--- src/rtl/id_ex_stage.sv ---
// id_ex_stage -- one-entry ID/EX pipeline register with load-use stall and
// operand forwarding.
//
// Ports
//   clk, rst            rising-edge clock, asynchronous active-high reset
//   in_valid/in_ready   decode-side handshake
//   pc, imm, rs1_data, rs2_data, rs1_addr, rs2_addr, rd_addr, alu_ctrl_in,
//   use_pc, use_imm, reg_write, mem_read
//                       decoded instruction fields captured on accept
//   flush               discard the held entry (branch redirect)
//   exm_*               EX/MEM producer (forwarding source, load-use check)
//   mwb_*               MEM/WB producer (forwarding source, held-data refresh)
//   out_valid/out_ready ALU-side handshake
//   alu_a, alu_b, alu_ctrl, rd_out, reg_write_out, mem_read_out, pc_out
//                       operands and control for EX
//   stall_cnt           saturating count of clock edges spent stalled
//   state_dbg           current FSM state (debug visibility)
//
// Handshake: a transfer happens on a rising edge where valid and ready are
// both 1. out_valid never depends on out_ready; in_ready depends on
// out_ready only in FULL, where a drain and a refill happen on the same edge.
module id_ex_stage (
  input  logic        clk,
  input  logic        rst,
  input  logic        in_valid,
  output logic        in_ready,
  input  logic [31:0] pc,
  input  logic [31:0] imm,
  input  logic [31:0] rs1_data,
  input  logic [31:0] rs2_data,
  input  logic [4:0]  rs1_addr,
  input  logic [4:0]  rs2_addr,
  input  logic [4:0]  rd_addr,
  input  logic [3:0]  alu_ctrl_in,
  input  logic        use_pc,
  input  logic        use_imm,
  input  logic        reg_write,
  input  logic        mem_read,
  input  logic        flush,
  input  logic        exm_reg_write,
  input  logic        exm_mem_read,
  input  logic [4:0]  exm_rd,
  input  logic [31:0] exm_result,
  input  logic        mwb_reg_write,
  input  logic [4:0]  mwb_rd,
  input  logic [31:0] mwb_result,
  output logic        out_valid,
  input  logic        out_ready,
  output logic [31:0] alu_a,
  output logic [31:0] alu_b,
  output logic [3:0]  alu_ctrl,
  output logic [4:0]  rd_out,
  output logic        reg_write_out,
  output logic        mem_read_out,
  output logic [31:0] pc_out,
  output logic [15:0] stall_cnt,
  output logic [1:0]  state_dbg
);

  typedef enum logic [1:0] {
    S_EMPTY = 2'd0,
    S_FULL  = 2'd1,
    S_STALL = 2'd2
  } state_t;

  state_t      state, state_n;

  // Held entry
  logic [31:0] e_pc, e_imm, e_rs1_data, e_rs2_data;
  logic [4:0]  e_rs1_addr, e_rs2_addr, e_rd;
  logic [3:0]  e_ctrl;
  logic        e_use_pc, e_use_imm, e_reg_write, e_mem_read;

  logic        accept, held, exm_load, hz_in, hz_held;
  logic        fwd_en, ex_fwd_ok, wb_fwd_ok;
  logic [31:0] rs1_fwd, rs2_fwd;

  assign in_ready  = (state == S_EMPTY) | ((state == S_FULL) & out_ready);
  assign out_valid = (state == S_FULL);
  assign state_dbg = state;

  // flush wins: a coincident in_valid is dropped even though in_ready is 1.
  assign accept = in_valid & in_ready & ~flush;

  // Entry stays put (and can absorb MEM/WB writes) unless it drains or is
  // flushed this edge.
  assign held = (((state == S_FULL) & ~out_ready) | (state == S_STALL)) & ~flush;

  // Load-use: a load in EX/MEM whose destination is an operand this entry
  // actually reads from the register file.
  assign exm_load = exm_reg_write & exm_mem_read & (exm_rd != 5'd0);
  assign hz_in    = exm_load & ((~use_pc   & (rs1_addr   == exm_rd)) |
                                (~use_imm  & (rs2_addr   == exm_rd)));
  assign hz_held  = exm_load & ((~e_use_pc & (e_rs1_addr == exm_rd)) |
                                (~e_use_imm & (e_rs2_addr == exm_rd)));

  always_comb begin
    state_n = state;
    if (flush) begin
      state_n = S_EMPTY;
    end else begin
      case (state)
        S_EMPTY: if (accept) state_n = hz_in ? S_STALL : S_FULL;
        S_FULL: begin
          // A fresh entry arriving behind the drained one is still checked
          // against a load sitting in EX/MEM.
          if (out_ready) state_n = accept ? (hz_in ? S_STALL : S_FULL) : S_EMPTY;
        end
        S_STALL: if (!hz_held) state_n = S_FULL;
        default: state_n = S_EMPTY;
      endcase
    end
  end

  always_ff @(posedge clk or posedge rst) begin
    if (rst) begin
      state     <= S_EMPTY;
      stall_cnt <= 16'd0;
    end else begin
      state <= state_n;
      if ((state == S_STALL) && (stall_cnt != 16'hFFFF))
        stall_cnt <= stall_cnt + 16'd1;
    end
  end

  always_ff @(posedge clk or posedge rst) begin
    if (rst) begin
      e_pc        <= 32'd0;
      e_imm       <= 32'd0;
      e_rs1_data  <= 32'd0;
      e_rs2_data  <= 32'd0;
      e_rs1_addr  <= 5'd0;
      e_rs2_addr  <= 5'd0;
      e_rd        <= 5'd0;
      e_ctrl      <= 4'd0;
      e_use_pc    <= 1'b0;
      e_use_imm   <= 1'b0;
      e_reg_write <= 1'b0;
      e_mem_read  <= 1'b0;
    end else if (accept) begin
      e_pc        <= pc;
      e_imm       <= imm;
      e_rs1_data  <= rs1_data;
      e_rs2_data  <= rs2_data;
      e_rs1_addr  <= rs1_addr;
      e_rs2_addr  <= rs2_addr;
      e_rd        <= rd_addr;
      e_ctrl      <= alu_ctrl_in;
      e_use_pc    <= use_pc;
      e_use_imm   <= use_imm;
      e_reg_write <= reg_write;
      e_mem_read  <= mem_read;
    end else if (held) begin
      // A writeback retiring while we wait would otherwise be lost once it
      // leaves MEM/WB; fold it into the stored operand.
      if (mwb_reg_write && (mwb_rd != 5'd0) && (mwb_rd == e_rs1_addr))
        e_rs1_data <= mwb_result;
      if (mwb_reg_write && (mwb_rd != 5'd0) && (mwb_rd == e_rs2_addr))
        e_rs2_data <= mwb_result;
    end
  end

  // Forwarding is disabled when EMPTY so the outputs hold the last captured
  // values instead of tracking producer traffic.
  assign fwd_en    = (state != S_EMPTY);
  assign ex_fwd_ok = fwd_en & exm_reg_write & ~exm_mem_read & (exm_rd != 5'd0);
  assign wb_fwd_ok = fwd_en & mwb_reg_write & (mwb_rd != 5'd0);

  always_comb begin
    rs1_fwd = e_rs1_data;
    rs2_fwd = e_rs2_data;
    if (ex_fwd_ok && (exm_rd == e_rs1_addr))      rs1_fwd = exm_result;
    else if (wb_fwd_ok && (mwb_rd == e_rs1_addr)) rs1_fwd = mwb_result;
    if (ex_fwd_ok && (exm_rd == e_rs2_addr))      rs2_fwd = exm_result;
    else if (wb_fwd_ok && (mwb_rd == e_rs2_addr)) rs2_fwd = mwb_result;
  end

  assign alu_a         = e_use_pc  ? e_pc  : rs1_fwd;
  assign alu_b         = e_use_imm ? e_imm : rs2_fwd;
  assign alu_ctrl      = e_ctrl;
  assign rd_out        = e_rd;
  assign reg_write_out = e_reg_write;
  assign mem_read_out  = e_mem_read;
  assign pc_out        = e_pc;

endmodule

--- config.mk ---
export PLATFORM = sky130hd
export DESIGN_NAME = id_ex_stage
export DESIGN_NICKNAME = d
export VERILOG_FILES = /design/src/rtl/id_ex_stage.sv
export SDC_FILE = /design/constraint.sdc
export NUM_CORES = 1
export LEC_CHECK = 0
export CORE_MARGIN = 3
export CORE_UTILIZATION = 45
export DETAILED_ROUTE_END_ITERATION = 12
export PLACE_DENSITY = 0.88
export RECOVER_POWER = 50
export SETUP_SLACK_MARGIN = 0.3
export SLEW_MARGIN = 25
export SYNTH_ARGS = -nofsm -noshare
export SYNTH_HDL_FRONTEND = slang
export SYNTH_SLANG_ARGS = --single-unit
--- constraint.sdc ---
create_clock -name clk -period 8.25 [get_ports clk]
set_input_delay 2.475 -clock clk [delete_from_list [all_inputs] [get_ports clk]]
set_output_delay 2.475 -clock clk [all_outputs]
set_load 0.02 [all_outputs]
-- Word level (Yosys, flattened, before mapping)
Index checks and enable logic that the tools add are counted.
W data, S select, Z words.
- flip-flop bits (word level): 169
- input bits: 233
- output and inout port bits: 127
- word-level logic and storage cells: 95
- $add $sub $neg: 1
- eq/ne operators: 14
- muxes and demuxes: 19
- bitwise logic cells: 29
- reductions and logical operators: 18
- operator list (kind ; count):
    $mux W32 ; 12
    $eq A5 B5 Y1 ; 8
    $and A1 B1 Y1 ; 18
    $add A16 B1 Y16 const B ; 1
    $ne A16 B16 Y1 const B ; 1
    $mux W2 ; 6
    $reduce_bool A5 Y1 ; 2
    $logic_and A1 B1 Y1 ; 8
    $reduce_bool A2 Y1 ; 4
    $not A1 Y1 ; 7
    $ne A3 B3 Y1 const B ; 2
    $pmux W2 S3 ; 1
    $or A1 B1 Y1 ; 4
    $reduce_and A2 Y1 ; 2
    $ne A3 B2 Y1 const B ; 1
    $reduce_and A3 Y1 ; 1
    $eq A2 B1 Y1 const B ; 1
    $eq A2 B2 Y1 const B ; 1
    $logic_not A2 Y1 ; 1

-- Longest topological paths before layout
Gate-level depths: netlist of run 1.
- depth in word-level cells: 9
- depth in mapped cells: 9
- mapped depth without buffers: 7

-- Least setup slack after synthesis of run 1
No wires, ideal clock.
- path kind: input-to-output
- start point: input port exm_rd[2]
- end point: output port alu_b[11]
- data arrival time: 4.393 ns
- data required time: 5.775 ns
- setup slack: 1.382 ns
- stages: 8
- buffers on the path: 2
- path through: clkbuf_1 xor2_1 nor3_1 nand3_1 nor4_2 clkbuf_1 a211oi_1 o31ai_1
- longest elaborated chain between the ends: 5
- elaborated cells on any way between the ends: 6
- those cells by class: 1 x eq/ne; 2 x mux; 1 x bitwise; 2 x reduce/logical
- RTL lines (element ; line ; RTL):
    from (decl) ; 42 ; input logic [4:0] exm_rd,
    $reduce_bool A5 Y1 ; 166 ; assign ex_fwd_ok = fwd_en & exm_reg_write & ~exm_mem_read & (exm_rd != 5'd0);
    $and A1 B1 Y1 ; 166 ;
    $logic_and A1 B1 Y1 * ; 174 ; if (ex_fwd_ok && (exm_rd == e_rs2_addr)) rs2_fwd = exm_result;
    $mux W32 * ; 174 ;
    $mux W32 * ; 179 ; assign alu_b = e_use_imm ? e_imm : rs2_fwd;
    to (decl) ; 50 ; output logic [31:0] alu_b,
Mark *: on every way between the ends. The rest lies on a longest branch, timed or not.

-- Final worst setup path of run 1
- start point: input port exm_rd[2]
- end point: output port alu_a[28]
- longest elaborated chain between the ends: 5
- elaborated cells on any way between the ends: 6
- those cells by class: 1 x eq/ne; 2 x mux; 1 x bitwise; 2 x reduce/logical
- RTL lines (element ; line ; RTL):
    $reduce_bool A5 Y1 ; 166 ;
    $and A1 B1 Y1 ; 166 ;
    $logic_and A1 B1 Y1 * ; 172 ; if (ex_fwd_ok && (exm_rd == e_rs1_addr)) rs1_fwd = exm_result;
    $mux W32 * ; 172 ;
    $mux W32 * ; 178 ; assign alu_a = e_use_pc ? e_pc : rs1_fwd;
    to (decl) ; 49 ; output logic [31:0] alu_a,
Marked as above.

==> results.yml, run 1 <==
synth:
  ys_types: 39
  synth-warning-count: 0
  synth.net_count: 1203
  yosysTopAreaCell: "dfrtp_1"
  netlist_area_mm2: 0.00958
  synthFlopType: "dfrtp_1"
  synth_top_cells_by_area: "dfrtp_1 (44%), mux2_2 (10%), mux2i_1 (6.7%)"
  synth_cells: 969
  yosysSeqAreaShare: 0.441
  ys_seq_elements: 169
  syn_area_per_cell_um2: 9.89
  synth_edf_count: 0
  ys_async_sr_fraction: 1.00
  synth_top_area_frac: 0.441
setup_path:
  reg2reg_from: "state_dbg[0]"
  critPathArrivalTime_ns: 5.44
  startpoint: "exm_rd[2]"
  r2r_cells: 7
  crit_path_max_fanout: 16
  crit_required_ns: 5.78
  endpoint: "alu_a[28]"
  crit_type: "in -> out"
  rrSetupSlack_ns: 5.05
  startpoint_type: "input port"
  critical_path.endpoint_type: "output pin"
  r2r_end: "e_rs1_data[14]"
sta:
  rsz0062_at_grt: "true"
  max_slew_margin: -1.17
  finalHoldViolCount: 0
  fin_skew_ns: 0.0137
  maxSlewViolCount: 121
  holdWs_ns: 0.501
  layout_min_cycle_time_ns: 7.91
  min_period_over_period: 0.959
  tns_ns: 0
  finalSetupViolCount: 0
  fmax_mhz: 126
  tightest_slew_ns: 3.24
power:
  internal-power_mw: 1.93
  p_switching_mw: 0.979
  swShare: 0.337
  seqPwrFrac: 0.365
  power.total_mw: 2.91
  powerDensity_mw_per_mm2: 206
  comb_power_share: 0.342
  vdd_drop_max_mv: 0.134
  p_leak_nw: 5.92
  pwr-share-clk: 0.293
cts:
  cts_sinks: 169
  cts_hold_buf: 0
  clk_path_buf_depth: 2
  cts.clk_slew.worst_paths_ns: 0.08
  cts_root_buf: "clkbuf_16"
  cts_tree: "yes"
  htreeDepth: 4
  clk_latency_ns: 0.43
  cts_made_buffers: 17
status:
  outcome: "finished, violations left"
  violations: "capacitance limit, slew limit"
finish:
  utilization: 0.688
  finalNonFillerCells: 1584
  diodes: 0
  fill_cells: 1602
  fin_nets: 1535
  drive_gt1_frac: 0.125
  area_growth_pct: 47.6
grt:
  antenna_found_initial: 0
  grt_usage: 0.279
  overflow: 0
  grt_pass1_wl_mm: 51.9
  grt_max_degree: 116
  grt_pass1_vias: 9272
floorplan:
  core_mm2: 0.0206
  die_h_um: 152
  die_area_mm2: 0.0231
  fp.dieW_um: 152
  io_pins: 360
  start_util: 0.466
  rows: 52
drt:
  vias_per_cell: 5.60
  drt-wirelength-per-cell_um: 20.8
  dr.first_iter.drc_count: 447
  ant_nets: 0
  wirelength_mm: 33.0
  dr.pass1.iters: 6
  vias: 8864
  drc: 0
placed_design:
  gp_congestion: 0.976
  io_buffers: 359
  hpwl_mm: 23.9
  place_inst: 1548
flow_run:
  cap_viol_max_count: 2
worst_hold_path:
  worstHoldPathType: "reg -> reg"
-- routing by layer --
metal  vias to the layer above  track usage  part of all wire
met2                       395        0.472              0.49
met1                      4301        0.351              0.41
met5                         -            0                 0
met4                         0       0.0895             0.030
li1                       4097            -                 -
met3                        71       0.0725             0.071
-- power groups by stage --
stage,clock network (mW),registers (mW),logic [mW]
finish,0.853,1.06,0.994
global route,0.912,1.08,1.06
CTS,0.866,1.06,1.02
detailed placement,0,1.08,1.02
global placement,0,1.07,1.00
floorplan,0,1.09,0.501
-- area by class of cell --
type	count	area, um^2	share of cell area
clock buffers	17	425	0.0301
flip-flops and latches	169	4230	0.299
inverters	6	23.8	0.00168
well taps	270	338	0.0239
multi-input cells	720	4990	0.353
clock inverters	15	201	0.0142
repair buffers	387	3940	0.278
-- kinds of logic (layout without fill, tap and decap cells) --
logic type	count (synthesis)	after routing	share of synthesized area
XOR/XNOR	45	45	0.0411
buffers and inverters	81	425	0.0452
AO/OA/AOI/OAI	205	205	0.147
multiplexers	152	152	0.170
flip-flops	169	169	0.441
adder cells (fa/ha/maj)	1	1	0.00131
AND/OR/NAND/NOR	316	317	0.154
-- how the worst min path moves through the flow --
stage                             start            end  slack, ns  depth (start not counted)
final                     stall_cnt[14]  stall_cnt[14]       0.50                          1
after global routing       stall_cnt[4]   stall_cnt[4]       0.52                          1
after CTS                 stall_cnt[14]  stall_cnt[14]       0.51                          1
after detailed placement  stall_cnt[14]  stall_cnt[14]       0.49                          1
after global placement    reg_write_out  reg_write_out       0.49                          1
after floorplan               e_imm[30]      e_imm[30]       0.48                          1
-- registers in the layout, indices dropped and copies added (netlist names) --
name           cells
alu_ctrl           4
e_imm             32
e_rs1_addr         5
e_rs1_data        32
e_rs2_addr         5
e_rs2_data        32
e_use_imm          1
e_use_pc           1
mem_read_out       1
pc_out            32
rd_out             5
reg_write_out      1
stall_cnt         16
state_dbg          2
-- cells in the final DEF (no fill, tap or decap), drive strengths merged, types with 26 or more instances in the layout --
cell and instances:
clkdlybuf4s50 275, dfrtp 169, nand2 140, mux2 88, nor2 72, nor2b 67
o31ai 66, o21ai 65, mux2i 64, a211oi 64, dlygate4sd3 48, xnor2 33
dlymetal6s2s 32, buf 26
-- Yosys cell counts (2+ instances only) --
| cell type | number |
|---|---|
| dfrtp_1 | 169 |
| nand2_1 | 140 |
| mux2_2 | 88 |
| nor2_1 | 72 |
| nor2b_1 | 67 |
| o31ai_1 | 66 |
| a211oi_1 | 64 |
| mux2i_1 | 64 |
| o21ai_1 | 64 |
| clkbuf_1 | 35 |
| xnor2_1 | 33 |
| buf_2 | 28 |
| xor2_1 | 12 |
| nand3_1 | 10 |
| buf_8 | 6 |
| inv_1 | 6 |
| nor3_1 | 6 |
| buf_4 | 5 |
| nand4_1 | 4 |
| or4_1 | 4 |
| a21oi_1 | 2 |
| and2_1 | 2 |
| and3_1 | 2 |
| nor3_2 | 2 |
| nor3_4 | 2 |
| nor4_2 | 2 |
| o22a_1 | 2 |
-- critical path, stage by stage --
cell and delay [ns]:
dlygate4sd3_1 0.66, or4_1 0.58, o21ai_4 0.27, or4_1 0.20
buf_4 0.29, nor2_1 0.07, o31ai_1 0.23, clkdlybuf4s50_1 0.65
-- metrics by stage --
stage                     instance area (um^2)  setup slack, ns
after floorplan                           9580             1.20
after global placement                   13400            0.233
after detailed placement                 13400            0.143
after CTS                                14100            0.268
after global routing                     14100            0.252
final                                    14100            0.337
-- timing repair --
item,in CTS,in global routing
setup buffers,2,1
pin swaps,2,1
setup endpoints to repair,28,37
gates cloned,1,0
resized for setup,7,32
No activity file was read; power rests on OpenSTA's default activity.
==> inputs of run 2 (changes only) <==
--- a/config.mk
+++ b/config.mk
@@ -7,10 +7,12 @@
 export LEC_CHECK = 0
 export CORE_MARGIN = 3
 export CORE_UTILIZATION = 45
+export CTS_CLUSTER_SIZE = 20
 export DETAILED_ROUTE_END_ITERATION = 12
 export PLACE_DENSITY = 0.88
 export RECOVER_POWER = 50
 export SETUP_SLACK_MARGIN = 0.3
+export SKIP_CTS_REPAIR_TIMING = 1
 export SLEW_MARGIN = 25
 export SYNTH_ARGS = -nofsm -noshare
 export SYNTH_HDL_FRONTEND = slang
==> run 2 against run 1 <==
- power is essentially flat
- clock skew shrank 0.00059 ns
- clock power is essentially flat
- worst setup slack gained 0.022 ns
- design area grew 0.28%
- global-route usage shrank 0.44 points
- wire length grew 0.12%
- the flow still finishes with violations (capacitance limit, slew limit)
- critical path type unchanged
- clock-buffer cell count is the same
- critical endpoint is now alu_a[4]
- combinational power is essentially flat
- register-to-register slack lost 0.03 ns
==> results.yml, run 2 (synthesis gave the netlist of run 1 again) <==
setup_path:
  crit_chain: "dlygate4sd3_1, or4_1, o21ai_4, or4_1, buf_4, nor2_1, o31ai_1, clkdlybuf4s50_1"
  crit_path_max_fanout: 16
  critPathSlowestCell: "clkdlybuf4s50_1"
  reg2reg_from: "state_dbg[0]"
  critical_path.endpoint_type: "output pin"
  crit_type: "in -> out"
  path_buf_inv: 3
  r2r_end: "e_rs1_data[14]"
  r2r_cells: 7
  cp_top_family: "buffers and inverters"
  slowest_delay_ns: 0.69
  path_common_cell: "or4_1"
  rrSetupSlack_ns: 5.02
  startpoint_type: "input port"
  crit_required_ns: 5.78
  critPathArrivalTime_ns: 5.42
grt:
  grt_pass1_vias: 9205
  overflow: 0
  grt_pass1_wl_mm: 51.1
  grt_usage: 0.275
  antenna_found_initial: 0
  grt_max_degree: 116
worst_hold_path:
  hold_start: "stall_cnt[14]"
  worstHoldPathType: "reg -> reg"
  hold_depth: 1
  min_to: "stall_cnt[14]"
status:
  outcome: "finished, violations left"
  violations: "capacitance limit, slew limit"
power:
  comb_power_share: 0.342
  seqPwrFrac: 0.365
  vdd_drop_max_mv: 0.133
  internal-power_mw: 1.93
  swShare: 0.336
  power.total_mw: 2.91
  p_switching_mw: 0.977
  powerDensity_mw_per_mm2: 205
  pwr-share-clk: 0.293
  p_leak_nw: 6.02
drt:
  dr.first_iter.drc_count: 485
  vias: 8920
  drc: 0
  drt-wirelength-per-cell_um: 20.8
  dr.pass1.iters: 5
  vias_per_cell: 5.63
  ant_nets: 0
  wirelength_mm: 33.0
sta:
  tightest_slew_ns: 3.26
  finalHoldViolCount: 0
  fmax_mhz: 127
  tns_ns: 0
  maxSlewViolCount: 121
  holdWs_ns: 0.500
  fin_skew_ns: 0.0131
  finalSetupViolCount: 0
  max_slew_margin: -1.19
  min_period_over_period: 0.957
  rsz0062_at_grt: "true"
  layout_min_cycle_time_ns: 7.89
floorplan:
  io_pins: 360
  die_h_um: 152
  start_util: 0.466
  rows: 52
  core_mm2: 0.0206
  fp.dieW_um: 152
  die_area_mm2: 0.0231
cts:
  cts_root_buf: "clkbuf_16"
  clk_latency_ns: 0.43
  cts_made_buffers: 17
  htreeDepth: 4
  cts.clk_slew.worst_paths_ns: 0.08
  clk_path_buf_depth: 2
  cts_tree: "yes"
  cts_sinks: 169
finish:
  diodes: 0
  fill_cells: 1591
  fin_nets: 1536
  drive_gt1_frac: 0.126
  area_growth_pct: 48.0
  mostFrequentLayoutCells: "clkdlybuf4s50_1 (270), dfrtp_1 (167), nand2_1 (140)"
  final_common_cell: "clkdlybuf4s50_1"
placed_design:
  hpwl_mm: 23.9
  gp_congestion: 0.976
  io_buffers: 359
flow_run:
  cap_viol_max_count: 2
run 2: cell count changes in the layout (fill, tap and decap cells not counted), sizes merged:
cell           previous run  this run
buf                      26        27
dlygate4sd2               4         0
clkdlybuf4s50           275       270
dlymetal6s2s             32        41
run 2: how the worst max path moves through the flow:
stage              start          end  depth (start not counted)
4_1_cts        mwb_rd[1]    alu_a[31]                          7
2_1_floorplan        rst  alu_ctrl[0]                          1
6_report       exm_rd[2]     alu_a[4]                          8
3_3_place_gp   mwb_rd[1]    alu_a[31]                          7
5_1_grt        exm_rd[2]     alu_a[2]                          8
3_5_place_dp   mwb_rd[1]    alu_a[31]                          7
run 2: worst reg2reg max path: stages, from the launching register on:
cell and delay [ns]:
dfrtp_1 0.60, or3b_4 0.46, a21oi_4 0.20, o211ai_4 0.13, nor3_4 0.74, buf_4 0.56
mux2i_1 0.29, o21ai_1 0.10
run 2: per-stage QoR:
stage | setup slack, ns | cell area (um^2) | std cells | utilization
after floorplan | 1.20 | 9580 | 969 | -
after global placement | 0.233 | 13400 | 1548 | 0.652
after detailed placement | 0.143 | 13400 | 1548 | 0.652
after CTS | 0.121 | 14000 | 1580 | 0.682
after global routing | 0.250 | 14200 | 1585 | 0.690
final | 0.359 | 14200 | 1585 | 0.690
run 2: final cells by class:
class | instances | area [um^2] | share of cell area
multi-input cells | 720 | 5000 | 0.352
clock inverters | 15 | 201 | 0.0142
well taps | 270 | 338 | 0.0238
clock buffers | 17 | 425 | 0.0300
repair buffers | 388 | 3970 | 0.280
flip-flops and latches | 169 | 4230 | 0.298
inverters | 6 | 23.8 | 0.00168
run 2: routing by layer:
metal  vias to the layer above  wire length, um  track usage
met5                         -                0            0
met2                       439            16200        0.464
met4                         0             1140       0.0955
li1                       4092                -            -
met1                      4309            13300        0.341
met3                        80             2380       0.0725
run 2: power by group through the flow:
stage / sequential [mW] / combinational (mW) / clock (mW)
floorplan: 1.09 / 0.501 / 0
global placement: 1.07 / 1.00 / 0
detailed placement: 1.08 / 1.02 / 0
CTS: 1.06 / 1.02 / 0.866
global route: 1.08 / 1.07 / 0.912
finish: 1.06 / 0.996 / 0.851
==> inputs of run 3 (changes only) <==
--- a/config.mk
+++ b/config.mk
@@ -5,6 +5,7 @@
 export SDC_FILE = /design/constraint.sdc
 export NUM_CORES = 1
 export LEC_CHECK = 0
+export CORE_ASPECT_RATIO = 0.9
 export CORE_MARGIN = 3
 export CORE_UTILIZATION = 45
 export CTS_CLUSTER_SIZE = 20
==> run 3 against run 2 <==
- clock-buffer cell count increased by 2
- wire length is 1.0% higher
- sequential power about the same
- fmax barely moved
- cell count is 1.1% higher
- non-clock buffer count is 3 higher
- critical endpoint is now alu_a[2]
- largest cell class unchanged
- worst hold slack about the same
- sequential share of layout area up 0.17 points
- clock skew grew 0.0019 ns
- global-route usage is 0.76 points higher
- the run still ends with capacitance limit, slew limit left
- clock power fell by 2%
==> results.yml, run 3 (synthesis gave the netlist of run 1 again) <==
status:
  outcome: "finished, violations left"
  violations: "capacitance limit, slew limit"
drt:
  vias_per_cell: 5.54
  drt-wirelength-per-cell_um: 20.8
  dr.first_iter.drc_count: 573
  ant_nets: 0
  wirelength_mm: 33.4
  vias: 8886
  drc: 0
  dr.pass1.iters: 5
placed_design:
  placedInstanceArea_mm2: 0.0134
  gp_congestion: 0.892
  hpwl_mm: 24.0
  io_buffers: 359
power:
  comb_power_share: 0.346
  p_switching_mw: 0.961
  powerDensity_mw_per_mm2: 205
  seqPwrFrac: 0.367
  pwr-share-clk: 0.287
  vdd_drop_max_mv: 0.145
  p_leak_nw: 5.72
  swShare: 0.332
  internal-power_mw: 1.94
setup_path:
  critical_path.endpoint_type: "output pin"
  slowest_delay_ns: 0.68
  path_buf_inv: 3
  critPathSlowestCell: "clkdlybuf4s50_1"
  crit_chain: "dlygate4sd3_1, xor2_1, nor3_1, nand3_1, nor4_4, buf_4, a211oi_1, o31ai_1, clkdlybuf4s50_1"
  crit_path_max_fanout: 11
  crit_required_ns: 5.78
  crit_type: "in -> out"
  startpoint_type: "input port"
  critPathArrivalTime_ns: 5.41
  cp_top_family: "buffers and inverters"
cts:
  clk_latency_ns: 0.42
  cts_made_buffers: 17
  cts_tree: "yes"
  cts_root_buf: "clkbuf_16"
  clk_path_buf_depth: 2
  cts_sinks: 169
  htreeDepth: 4
  cts.clk_slew.worst_paths_ns: 0.07
floorplan:
  core_mm2: 0.0208
  die_h_um: 144
  io_pins: 360
  start_util: 0.460
  die_area_mm2: 0.0231
  rows: 50
  fp.dieW_um: 160
grt:
  overflow: 0
  grt_usage: 0.282
  grt_pass1_wl_mm: 50.9
  grt_max_degree: 134
  grt_pass1_vias: 9186
  antenna_found_initial: 0
finish:
  fill_cells: 1572
  drive_gt1_frac: 0.126
  final_common_cell: "clkdlybuf4s50_1"
  diodes: 0
  multi_input_area_mm2: 0.00497
  mostFrequentLayoutCells: "clkdlybuf4s50_1 (287), dfrtp_1 (167), nand2_1 (140)"
  fin_area_mm2: 0.0141
  fin_nets: 1538
  area_growth_pct: 47.2
  seqCellArea_mm2: 0.00423
worst_hold_path:
  worstHoldPathType: "reg -> reg"
sta:
  min_period_over_period: 0.956
  maxSlewViolCount: 148
  fmax_mhz: 127
  tightest_slew_ns: 3.77
  layout_min_cycle_time_ns: 7.89
  fin_skew_ns: 0.0151
  tns_ns: 0
  finalSetupViolCount: 0
  finalHoldViolCount: 0
  rsz0062_at_grt: "false"
  max_slew_margin: -1.53
flow_run:
  cap_viol_max_count: 2
run 3: metal layers:
layer,vias to the layer above,track usage,share of wire
met3,57,0.0836,0.077
met5,-,0,0
met2,363,0.498,0.50
met4,0,0.0868,0.027
li1,4094,-,-
met1,4372,0.337,0.40
run 3: cell type report:
type                    instances  area share
multi-input cells             719       0.353
flip-flops and latches        169       0.300
repair buffers                391       0.278
clock buffers                  19      0.0314
well taps                     286      0.0254
clock inverters                13      0.0113
inverters                       6     0.00169
run 3: through the flow:
step	total power [mW]	util	hold WS [ns]	worst slack (ns)	cells
2_1_floorplan	1.59	-	0.481	1.20	969
6_report	2.90	0.677	0.499	0.364	1603
3_3_place_gp	2.07	0.644	0.488	0.124	1566
3_5_place_dp	2.10	0.645	0.487	0.0707	1567
4_1_cts	2.93	0.674	0.503	0.0571	1599
5_1_grt	3.03	0.677	0.514	0.235	1603
run 3: worst register-to-register path, stage by stage, from the launching register on:
cell,delay (ns)
dfrtp_1,0.61
or3b_4,0.47
a21oi_4,0.21
o211ai_4,0.13
nor3_4,0.74
buf_4,0.54
mux2i_1,0.26
o21ai_1,0.09
run 3: final timing paths:
path | from | end | slack [ns] | depth (start not counted)
max reg2reg | state_dbg[0] | e_rs1_data[21] | 5.06 | 7
min reg2reg | stall_cnt[15] | stall_cnt[15] | 0.50 | 1
min in group asynchronous | rst | pc_out[7] | 3.63 | 2
max in group asynchronous | rst | e_use_pc | 1.72 | 3
max | exm_rd[4] | alu_a[2] | 0.36 | 9
min | stall_cnt[15] | stall_cnt[15] | 0.50 | 1
run 3: power groups by stage:
stage	registers, mW	clock network, mW	logic (mW)
2_1_floorplan	1.09	0	0.501
3_5_place_dp	1.08	0	1.02
4_1_cts	1.06	0.847	1.02
6_report	1.06	0.833	1.00
5_1_grt	1.08	0.879	1.07
3_3_place_gp	1.07	0	0.998
